## src/rtl/regfile_pkg.sv

```systemverilog
// Shared constants for the register-file write-back path.
// Latency: n/a (types and constants only).
// Backpressure: n/a.
//
// Contents: register address/data widths, the x0 address, requester
// indices used to address grant/valid vectors, and a saturating
// increment helper for the conflict counter.
package regfile_pkg;

  localparam int REG_ADDR_W = 5;
  localparam int REG_DATA_W = 32;
  localparam logic [REG_ADDR_W-1:0] REG_ZERO = 5'd0;

  // Requester indices into req/grant vectors; also the value stored in
  // the round-robin pointer when that requester wins.
  localparam int WB_ALU = 0;
  localparam int WB_MEM = 1;

  localparam int CNT_W = 16;
  localparam logic [CNT_W-1:0] CNT_MAX = 16'hFFFF;

  // Increment that sticks at all-ones instead of wrapping.
  function automatic logic [CNT_W-1:0] sat_inc(input logic [CNT_W-1:0] v);
    return (v == CNT_MAX) ? v : v + 16'd1;
  endfunction

endpackage

```

## src/rtl/rr_arb2.sv

```systemverilog
// Two-input round-robin arbiter producing a one-hot (or zero) grant.
// Latency: purely combinational, zero cycles.
// Backpressure: hold forces grant to zero; losers simply see no grant.
//
// Ports:
//   req   [1:0] request vector, indexed by WB_ALU / WB_MEM
//   hold        suppresses every grant while high
//   ptr         index of the requester that won the last transfer
//   grant [1:0] one-hot grant, all-zero when nothing is granted
module rr_arb2
  import regfile_pkg::*;
(
  input  logic       hold,
  input  logic [1:0] req,
  input  logic       ptr,
  output logic [1:0] grant
);

  always_comb begin
    grant = 2'b00;
    if (!hold) begin
      if (req[WB_ALU] && req[WB_MEM]) begin
        // Contention: the requester that did not win last goes next.
        if (ptr) begin
          grant[WB_ALU] = 1'b1;
        end else begin
          grant[WB_MEM] = 1'b1;
        end
      end else if (req[WB_ALU]) begin
        grant[WB_ALU] = 1'b1;
      end else if (req[WB_MEM]) begin
        grant[WB_MEM] = 1'b1;
      end
    end
  end

endmodule

```

## src/rtl/regfile_wb_arbiter.sv

```systemverilog
// Shares the register file write port between the ALU and load paths.
// Latency: one cycle from acceptance to A3/WD3/WE3.
// Backpressure: only arbitration and hold deassert ready; the output stage never stalls.
//
// Ports:
//   clk, rst                 clock and asynchronous active-high reset
//   hold                     pipeline hold, blocks all grants combinationally
//   alu_valid/addr/data      requester 0 (ALU result), alu_ready = accepted
//   mem_valid/addr/data      requester 1 (load result), mem_ready = accepted
//   A3/WD3/WE3               registered register-file write port
//   last_grant               round-robin pointer (0 = ALU won last, 1 = memory)
//   conflict_cnt             saturating count of un-held cycles with both valid
module regfile_wb_arbiter
  import regfile_pkg::*;
#(
  parameter int ADDR_W = REG_ADDR_W,
  parameter int DATA_W = REG_DATA_W
) (
  input  logic              clk,
  input  logic              rst,
  input  logic              hold,
  input  logic              alu_valid,
  input  logic [ADDR_W-1:0] alu_addr,
  input  logic [DATA_W-1:0] alu_data,
  output logic              alu_ready,
  input  logic              mem_valid,
  input  logic [ADDR_W-1:0] mem_addr,
  input  logic [DATA_W-1:0] mem_data,
  output logic              mem_ready,
  output logic [ADDR_W-1:0] A3,
  output logic [DATA_W-1:0] WD3,
  output logic              WE3,
  output logic              last_grant,
  output logic [CNT_W-1:0]  conflict_cnt
);

  logic [1:0]        req;
  logic [1:0]        grant;

  logic [ADDR_W-1:0] a3_q, a3_d;
  logic [DATA_W-1:0] wd3_q, wd3_d;
  logic              we3_q, we3_d;
  logic              last_grant_q, last_grant_d;
  logic [CNT_W-1:0]  conflict_cnt_q, conflict_cnt_d;

  logic [ADDR_W-1:0] win_addr;
  logic [DATA_W-1:0] win_data;

  assign req[WB_ALU] = alu_valid;
  assign req[WB_MEM] = mem_valid;

  rr_arb2 u_arb (
    .hold  (hold),
    .req   (req),
    .ptr   (last_grant_q),
    .grant (grant)
  );

  assign alu_ready = grant[WB_ALU];
  assign mem_ready = grant[WB_MEM];

  // Grant is one-hot, so a two-way mux keyed on the memory grant suffices.
  assign win_addr = grant[WB_MEM] ? mem_addr : alu_addr;
  assign win_data = grant[WB_MEM] ? mem_data : alu_data;

  always_comb begin
    a3_d           = a3_q;
    wd3_d          = wd3_q;
    we3_d          = 1'b0;
    last_grant_d   = last_grant_q;
    conflict_cnt_d = conflict_cnt_q;

    if (|grant) begin
      a3_d         = win_addr;
      wd3_d        = win_data;
      // x0 writes are consumed here but never reach the register file.
      we3_d        = (win_addr != ADDR_W'(REG_ZERO));
      last_grant_d = grant[WB_MEM];
    end

    if (alu_valid && mem_valid && !hold) begin
      conflict_cnt_d = sat_inc(conflict_cnt_q);
    end
  end

  always_ff @(posedge clk or posedge rst) begin
    if (rst) begin
      a3_q           <= '0;
      wd3_q          <= '0;
      we3_q          <= 1'b0;
      // Pointer starts at "memory won last" so the first conflict goes to the ALU.
      last_grant_q   <= 1'b1;
      conflict_cnt_q <= '0;
    end else begin
      a3_q           <= a3_d;
      wd3_q          <= wd3_d;
      we3_q          <= we3_d;
      last_grant_q   <= last_grant_d;
      conflict_cnt_q <= conflict_cnt_d;
    end
  end

  assign A3           = a3_q;
  assign WD3          = wd3_q;
  assign WE3          = we3_q;
  assign last_grant   = last_grant_q;
  assign conflict_cnt = conflict_cnt_q;

endmodule

```

## config.mk

```make
export PLATFORM = sky130hd
export DESIGN_NAME = regfile_wb_arbiter
export DESIGN_NICKNAME = d
export VERILOG_FILES = /design/src/rtl/regfile_pkg.sv /design/src/rtl/rr_arb2.sv /design/src/rtl/regfile_wb_arbiter.sv
export SDC_FILE = /design/constraint.sdc
export NUM_CORES = 1
export LEC_CHECK = 0
export ABC_AREA = 1
export CORE_MARGIN = 2
export CORE_UTILIZATION = 41
export CTS_CLUSTER_DIAMETER = 150
export DETAILED_ROUTE_END_ITERATION = 8
export GPL_TIMING_DRIVEN = 0
export PLACE_DENSITY = 0.8
export SLEW_MARGIN = 20
export SYNTH_ARGS = -nofsm -noshare
export SYNTH_HDL_FRONTEND = slang
export SYNTH_HIERARCHICAL = 1
export SYNTH_SLANG_ARGS = --single-unit
```

## constraint.sdc

```tcl
create_clock -name clk -period 2.2 [get_ports clk]
set_input_delay 0.44 -clock clk [delete_from_list [all_inputs] [get_ports clk]]
set_output_delay 0.44 -clock clk [all_outputs]
set_load 0.03 [all_outputs]
```

==> impl_metrics.tcl <==
set metrics [dict create \
    status "finished clean" \
    min_period_ps 2050 \
    power_per_cell_area_nw_per_um2 734 \
    grtUsageTotal 0.219 \
    synthAdderAreaFrac 0.00435 \
    final_core_util 0.653 \
    start_kind "input port" \
    p_comb_frac 0.408 \
    critPathSlowestCell "clkdlybuf4s50_1" \
    worstMarginPinSlew_ps 689 \
    synth_nets 454 \
    min-delay-start "WD3[31]$_DFFE_PP0P_" \
    ys_dominant_reg_cell "dfrtp_1" \
    fp.dieH_um 87.8 \
    setup_ws_ps 145 \
    setup_violations 0 \
    clock-sinks 55 \
    dp_hpwl_um 6410 \
    rsz0062_at_grt "false" \
    clk_latency_ps 310 \
    root_buffer "clkbuf_8" \
    post-place-ws_ps -264 \
    grt_max_degree 56 \
    antenna-diode-count 0 \
    reg2regPathDepth 8 \
    synth-seq-cells 55 \
    cp_max_fo 3 \
    initial_core_util 0.424 \
    fin_tns_setup_ps 0 \
    clockBufferDepth 2 \
    hold_viol 0 \
    syn2layout_area_growth_pct 54.0 \
    numCtsBuffers 5 \
    dpl-instance-area_um2 4350 \
    p_sw_w 0.00124 \
    vias 3015 \
    synth_compound_area_frac 0.0282 \
    r2r-start "last_grant$_DFFE_PP1P_" \
    async_flop_share 1.00 \
    gp_congestion 0.850 \
    required_ps 1760 \
    seqCellArea_um2 1380 \
    viasPerCell 4.92 \
    drcViolationCount 0 \
    hp-class "reg -> reg" \
    fill_cells 585 \
    skew_ps 9.64 \
    yosysUniqueCellTypes 26 \
    antenna_found_initial 0 \
    power.share.sequential 0.416 \
    rows 30 \
    fmax_mhz 487 \
    core_um2 6790 \
    whs_endpoint "WD3[31]$_DFFE_PP0P_" \
    postCtsSetupBuffers 0 \
    ir_worst_vdd_v 0.000393 \
    rrSetupSlack_ps 410 \
    drive_gt1_frac 0.0928 \
    design_area_um2 4430 \
    tritoncts "built" \
    leakagePower_nw 1.96 \
    routedWlPerCell_um 13.6 \
    cp_slowest_stage_delay_ps 480 \
    first_global_vias 2988 \
    syn-cell-area_um2 2880 \
    io_pins 136 \
    multi_input_area_um2 1310 \
    synthCells 374 \
    rr_endpoint "WD3[13]$_DFFE_PP0P_" \
    endpoint_kind "output pin" \
    slew_viol_final 0 \
    relSlewSlack 0.541 \
    gr-total-overflow 0 \
    synth_top_family_by_area "simple AND/OR/NAND/NOR gates" \
    grt_pass1_wl_um 13300 \
    synth-simple-area-share 0.402 \
    path_cells "clkdlybuf4s50_1, inv_2, nand2_1, nor2_1, dlygate4sd2_1" \
    cts_hold_buf 0 \
    swShare 0.382 \
    die_w_um 87.8 \
    firstDrtPassIters 4 \
    crit_start "hold" \
    p_int_w 0.00201 \
    synth_seq_area_share 0.478 \
    cp.arrival_ps 1610 \
    fin_nets 596 \
    drt-initial-drc-count 123 \
    critical_path_class "in -> out" \
    synthXorXnorAreaFrac 0.00304 \
    ys_warn_count 6 \
    clk_pin_slew_worst_paths_ps 100 \
    finalCritPeriodShare 0.934 \
    synth_edf_count 0 \
    cap_violations 0 \
    whs_ps 490 \
    ant_nets 0 \
    share_clk_of_total_power 0.176 \
    drt-total-wl_um 8330 \
    port_buffers 135 \
    synthMuxAreaShare 0.0156 \
    die_area_um2 7710 \
    whs_path_depth 2 \
    post_synth.cell_area_avg_um2 7.70 \
    htree_num_levels 2 \
]
-- worst max path at each step --
stage                               endpoint  slack (ps)  depth (start not counted)
final                              alu_ready         150                          5
after global routing       A3[0]$_DFFE_PP0P_          30                          8
after CTS                          mem_ready          20                          5
after detailed placement           mem_ready        -260                          5
after global placement    WD3[1]$_DFFE_PP0P_        -670                          2
after floorplan            A3[0]$_DFFE_PP0P_         150                          6
-- stage by stage --
| stage | std cells | total power (W) |
|---|---|---|
| global placement | 605 | 0.00268 |
| floorplan | 374 | 0.00206 |
| global route | 613 | 0.00341 |
| detailed placement | 605 | 0.00270 |
| CTS | 613 | 0.00328 |
| finish | 613 | 0.00326 |
-- timing repair --
action | 4_1_cts | 5_1_grt
gates cloned | 0 | 0
resized for setup | 2 | 2
setup endpoints to repair | 2 | 1
endpoints found under the hold margin | 0 | 0
-- logic make-up (layout without fill, tap and decap cells) --
logic type,count (synthesis),after routing
simple gates,260,260
flops,55,55
buf+inv,40,183
compound gates,13,13
mux,4,4
fa+ha+maj,1,1
xor+xnor,1,1
-- critical path, delay by kind of cell --
family	cells	cell delay [ps]
buffers and inverters	3	990
and+or+nand+nor	2	170
-- cell type report --
class,count,area share
inverters,22,0.0192
clock buffers,5,0.0155
clock inverters,3,0.00423
flip-flops and latches,55,0.311
plain buffers,18,0.0254
multi-input cells,279,0.295
well taps,96,0.0271
repair buffers,135,0.303
-- power groups by stage --
stage	logic (W)	clock network (W)	registers, W
floorplan	0.000343	0	0.00172
global placement	0.00132	0	0.00136
detailed placement	0.00134	0	0.00137
CTS	0.00134	0.000588	0.00135
global route	0.00142	0.000614	0.00138
finish	0.00133	0.000574	0.00135
-- placed cells by master, fill, tap and decap left out, drive strengths merged --
master / count
a31oi: 1
buf: 9
clkbuf: 15
clkdlybuf4s50: 133
clkinv: 2
dfrtp: 54
dfstp: 1
dlygate4sd2: 1
ha: 1
inv: 23
mux2: 4
nand2: 150
nand3: 71
nand3b: 4
nand4: 7
nor2: 26
nor3: 1
o21ai: 12
or2: 1
xnor2: 1
-- sequential cells by signal, summed over array words and instances, names as in the netlist --
register      flops
WD3              32
conflict_cnt     16
A3                5
WE3               1
last_grant        1
-- Yosys cell counts (2+ instances only) --
cell | n | area [µm²]
buf_2 | 3 | 15.0
buf_6 | 5 | 56.3
clkbuf_1 | 9 | 33.8
dfrtp_1 | 54 | 1350
inv_1 | 20 | 75.1
inv_2 | 2 | 7.51
mux2_2 | 4 | 45.0
nand2_1 | 142 | 533
nand2_2 | 8 | 50.1
nand3_1 | 69 | 345
nand3_2 | 2 | 20.0
nand3b_1 | 4 | 30.0
nand4_1 | 7 | 43.8
nor2_1 | 19 | 71.3
nor2_2 | 5 | 31.3
nor2_4 | 2 | 22.5
o21ai_0 | 7 | 35.0
o21ai_2 | 4 | 35.0
-- per-layer routing --
metal | global-route usage | vias up | wire [µm]
met5 | 0 | - | 0
met4 | 0.0573 | 0 | 169
met3 | 0.0848 | 18 | 793
met2 | 0.379 | 117 | 4030
met1 | 0.255 | 1399 | 3340
li1 | - | 1481 | -
(Power assumes the default switching activity.)
